===== config.mk =====
export PLATFORM = sky130hd
export DESIGN_NAME = spi_fsm
export DESIGN_NICKNAME = d
export VERILOG_FILES = /design/src/rtl/spi_fsm.sv
export SDC_FILE = /design/constraint.sdc
export NUM_CORES = 1
export LEC_CHECK = 0
export ABC_AREA = 1
export CAP_MARGIN = 20
export CELL_PAD_IN_SITES_DETAIL_PLACEMENT = 1
export CELL_PAD_IN_SITES_GLOBAL_PLACEMENT = 2
export CORE_UTILIZATION = 24
export DETAILED_ROUTE_END_ITERATION = 8
export PLACE_DENSITY_LB_ADDON = 0.2
export SYNTH_ARGS = -nofsm -noshare
export SYNTH_HDL_FRONTEND = slang
export SYNTH_SLANG_ARGS = --single-unit

===== constraint.sdc =====
create_clock -name clk -period 1.2 [get_ports clk]
set_clock_uncertainty 0.05 [all_clocks]
set_input_delay 0.24 -clock clk [delete_from_list [all_inputs] [get_ports clk]]
set_output_delay 0.24 -clock clk [all_outputs]
set_load 0.1 [all_outputs]

===== src/rtl/spi_fsm.sv =====
// SPI slave transaction sequencer: address phase, then a read or write data phase.
// Outputs are Moore-decoded from the state register only.
module spi_fsm (
  input  logic       clk,
  input  logic       reset,
  input  logic       cs_n,
  input  logic       sclk_posedge,
  input  logic       sclk_negedge,
  input  logic       rw_bit,
  output logic [1:0] sr_mode,
  output logic       addr_we,
  output logic       dm_we,
  output logic       miso_buff_en,
  output logic       busy
);

  typedef enum logic [2:0] {
    IDLE        = 3'd0,
    GET_ADDR    = 3'd1,
    LATCH_ADDR  = 3'd2,
    READ_LOAD   = 3'd3,
    READ_SHIFT  = 3'd4,
    WRITE_GET   = 3'd5,
    WRITE_STORE = 3'd6,
    DONE        = 3'd7
  } state_t;

  localparam logic [1:0] SR_HOLD  = 2'b00;
  localparam logic [1:0] SR_LEFT  = 2'b01;
  localparam logic [1:0] SR_PLOAD = 2'b11;
  localparam logic [3:0] LAST_BIT = 4'd7;

  state_t     state_r, next_state_s;
  logic [3:0] cnt_r, cnt_nxt_s;
  logic       armed_r;

  // State, bit counter and start-arming register
  always_ff @(posedge clk) begin
    if (reset) begin
      state_r <= IDLE;
      cnt_r   <= 4'd0;
      armed_r <= 1'b0;
    end else begin
      state_r <= next_state_s;
      cnt_r   <= cnt_nxt_s;
      // a transaction may start only after cs_n has been seen high since reset
      armed_r <= cs_n ? 1'b1 : armed_r;
    end
  end

  // Next state and counter; cs_n high aborts ahead of any sclk pulse
  always_comb begin
    next_state_s = state_r;
    cnt_nxt_s    = cnt_r;
    if (state_r != IDLE && cs_n) begin
      next_state_s = IDLE;
      cnt_nxt_s    = 4'd0;
    end else begin
      case (state_r)
        IDLE: begin
          cnt_nxt_s = 4'd0;
          if (!cs_n && armed_r) begin
            next_state_s = GET_ADDR;
          end else begin
            next_state_s = IDLE;
          end
        end
        GET_ADDR, WRITE_GET: begin
          if (sclk_posedge) begin
            if (cnt_r == LAST_BIT) begin
              next_state_s = (state_r == GET_ADDR) ? LATCH_ADDR : WRITE_STORE;
              cnt_nxt_s    = 4'd0;
            end else begin
              cnt_nxt_s = cnt_r + 4'd1;
            end
          end else begin
            cnt_nxt_s = cnt_r;
          end
        end
        LATCH_ADDR: begin
          next_state_s = rw_bit ? READ_LOAD : WRITE_GET;
          cnt_nxt_s    = 4'd0;
        end
        READ_LOAD: begin
          next_state_s = READ_SHIFT;
          cnt_nxt_s    = 4'd0;
        end
        READ_SHIFT: begin
          if (sclk_negedge) begin
            if (cnt_r == LAST_BIT) begin
              next_state_s = DONE;
              cnt_nxt_s    = 4'd0;
            end else begin
              cnt_nxt_s = cnt_r + 4'd1;
            end
          end else begin
            cnt_nxt_s = cnt_r;
          end
        end
        WRITE_STORE: begin
          next_state_s = DONE;
          cnt_nxt_s    = 4'd0;
        end
        DONE: begin
          next_state_s = DONE;
          cnt_nxt_s    = 4'd0;
        end
        default: begin
          next_state_s = IDLE;
          cnt_nxt_s    = 4'd0;
        end
      endcase
    end
  end

  // Output decode from the state register
  always_comb begin
    sr_mode      = SR_HOLD;
    addr_we      = 1'b0;
    dm_we        = 1'b0;
    miso_buff_en = 1'b0;
    busy         = (state_r != IDLE);
    case (state_r)
      GET_ADDR, WRITE_GET: sr_mode = SR_LEFT;
      LATCH_ADDR:          addr_we = 1'b1;
      READ_LOAD: begin
        sr_mode      = SR_PLOAD;
        miso_buff_en = 1'b1;
      end
      READ_SHIFT: begin
        sr_mode      = SR_LEFT;
        miso_buff_en = 1'b1;
      end
      WRITE_STORE:         dm_we = 1'b1;
      default:             sr_mode = SR_HOLD;
    endcase
  end

endmodule


==> key figures <==
Final layout
  • Final nets: around 120
  • Most frequent cells in the layout: nand2_1, buf_4, nor2_1, buf_12, nand2_4
  • Diode count: 0
  • Commonest non-fill, non-tap cell in the layout: nand2_1
  • Layout Cells excl Fill: between 100 and 150
  • Area delta synth->final: 119%
  • FF/Latch Area: roughly 170 um^2
  • Share of cells above drive strength 1: 0.570
  • FILL cells: around 230
  • Area of the multi-input gates: 464 um^2

STA
  • RSZ-0062 raised after global routing: true
  • Actual slew at the worst max-slew pin: approximately 0.34 ns
  • Max Fclk: 0.682 GHz
  • Final WS setup: -0.267 ns
  • Final slew viol count: 0
  • Setup violations, final: 12
  • Rel. slew slack: 0.770
  • Final Hold Viols: 0
  • Final Cycle Share: 1.22
  • Final min period: about 1.5 ns

Clocking
  • Reg clk slew, reported paths: 0.06 ns
  • Clk_lat worst skew: about 0.26 ns
  • Total CTS buffers: 3
  • CTS root buf: clkbuf_4
  • CTS tree: done
  • CTS H-tree depth: 1
  • Max Root-Sink Buffers: 2
  • Sink Count: 8

Global routing
  • GRT Total Usage: 0.171
  • Initial antenna violation count: 0
  • Number of global-route vias before repair: roughly 600
  • First-pass GRT wire length: approximately 2600 um
  • Largest net degree at the start of global routing: 9
  • GRT overflow: 0

Floorplan
  • # IOs: 12
  • Row count: 16
  • Die X: roughly 48 um
  • Core area: ~0.0020 mm^2
  • Die area: between 0.002 and 0.0025 mm^2
  • Die Y: 47.7 um
  • Starting Density: 0.255

Detailed routing
  • DRC viols: 0
  • Iteration-0 DRC Markers: 0
  • Remaining antenna violation count after routing: 0
  • Drt pass-1 iters: 1
  • Vias per cell: about 4.5
  • Vias: between 600 and 700
  • Wire per inst: 14.2 um
  • Final WL: approximately 1900 um

Run
  • Max-cap violations: 0

Placement
  • Placer Congestion: approximately 0.74
  • Post-Place Cells: 120
  • Post-DP HPWL: 1110 um
  • IO buf count: 11

Yosys
  • Synth Net Count: between 80 and 90
  • Yosys reg bits: 8
  • Avg Cell Area, Syn: 6.59 um^2
  • Register area share after synthesis: 0.320
  • Post-synthesis cell area: 500 um^2
  • Syn Inst Count: 76
  • Synth warn: 0
  • Synth top area cells: dfxtp_1, nand2_1, nor2_1
  • Area leader, netlist: dfxtp_1
  • Synth top area share: 0.320
  • Yosys cell types: 21

Critical path
  • Element type at the critical path end: output port
  • CP cell instances: inv_6, nand2_8, o22ai_4, buf_12
  • Crit path from: state_r[2]$_SDFFE_PP0P_
  • Crit Path Category: flip-flop to output port
  • Slowest cell on crit path: dfxtp_4
  • R2r startpoint: state_r[1]$_SDFFE_PP0P_
  • Largest stage delay on the critical path: a little under 0.4 ns
  • Critical Path RT: approximately 0.9 ns
  • Critical path data arrival time: between 1 and 1.5 ns
  • Category of the worst setup path launch point: flip-flop
  • CP max FO: 6

Pwr
  • Max VDD drop: 2.34 mV
  • Overall power: around 3300 uW
  • Pwr dens: between 2000 and 3000 mW/mm^2
  • Leak: roughly 0.00046 uW

Hold path
  • HP Class: flip-flop to flip-flop
  • Hold_sp: armed_r$_SDFFE_PP0P_

Status
  • Failing checks: setup timing
  • Run status: complete, but fails checks
## logic make-up after synthesis
kind of cell    count (synthesis)  synth area share
compound gates                  7            0.0725
simple gates                   48             0.468
xor+xnor                        1            0.0175
buf+inv                        11            0.0975
fa+ha+maj                       1            0.0250
flops                           8             0.320
## worst paths after layout
kind	to	slack, ns	cells after the start
max	miso_buff_en	-0.27	4
min reg2reg	armed_r$_SDFFE_PP0P_	0.45	2
min	armed_r$_SDFFE_PP0P_	0.45	2
max reg2reg	cnt_r[3]$_SDFFE_PP0P_	-0.19	7
## state kept, by name (all words and copies together) (netlist names)
| signal | flops |
|---|---|
| state_r | 3 |
| armed_r | 1 |
| cnt_r | 4 |
## cell usage after synthesis
master / instances
a21oi_1: 2
nor3_1: 2
nor2_2: 1
ha_1: 1
o21ai_0: 2
nand3b_1: 1
and2_1: 1
nand2_2: 7
nand3_1: 3
nand4_1: 1
o22ai_1: 1
nand2_1: 16
buf_6: 1
dfxtp_1: 8
nand3_2: 2
inv_2: 3
nor3_2: 1
inv_1: 7
xor2_1: 1
o21ai_1: 2
nor2_1: 13
## final cells by class
cell class              count  area share
clock buffers               4      0.0240
inverters                  10      0.0481
multi-input cells          57       0.424
flip-flops and latches      8       0.157
well taps                  27      0.0309
repair buffers             28       0.316
## per-layer routing
layer | track usage | vias to the layer above | wire (um)
met5 | 0 | - | 0
met4 | 0.0833 | 0 | 40
met3 | 0.0226 | 5 | 29
met2 | 0.321 | 12 | 1070
met1 | 0.188 | 285 | 759
li1 | - | 302 | -
## worst max-delay path, delay by kind of cell, from the launching register on
kind / cells / cell delay (ns)
flops: 1 / 0.39
buf+inv: 2 / 0.29
compound gates: 1 / 0.16
simple gates: 1 / 0.07
## repair_timing
| action | CTS | global route |
|---|---|---|
| pin swaps | 8 | 8 |
| setup endpoints to repair | 11 | 13 |
| gates resized for setup | 12 | 21 |
| buffers inserted | 9 | 1 |
| hold endpoints to repair | 0 | 0 |
| cloned | 0 | 0 |
| hold buffers | 0 | 0 |
## power breakdown
part / total, uW / switching (uW) / internal [uW] / leakage, uW
sequential: 508 / 158 / 350 / 0.0000674
clock: 227 / 99.4 / 128 / 0.0000150
combinational: 2530 / 1490 / 1030 / 0.000379
total: 3260 / 1750 / 1510 / 0.000461
## metrics by stage
| step | area [um^2] | utilization | setup slack (ns) | hold WS, ns | TNS [ns] |
|---|---|---|---|---|---|
| after floorplan | 589 | - | -0.312 | 0.262 | -1.45 |
| after global placement | 831 | 0.423 | -0.171 | 0.411 | -0.812 |
| after detailed placement | 831 | 0.423 | -0.207 | 0.449 | -0.932 |
| after CTS | 995 | 0.507 | -0.276 | 0.460 | -2.04 |
| after global routing | 1090 | 0.557 | -0.312 | 0.499 | -2.81 |
| final | 1090 | 0.557 | -0.267 | 0.448 | -2.20 |
Power figures use the tool's default switching activity.
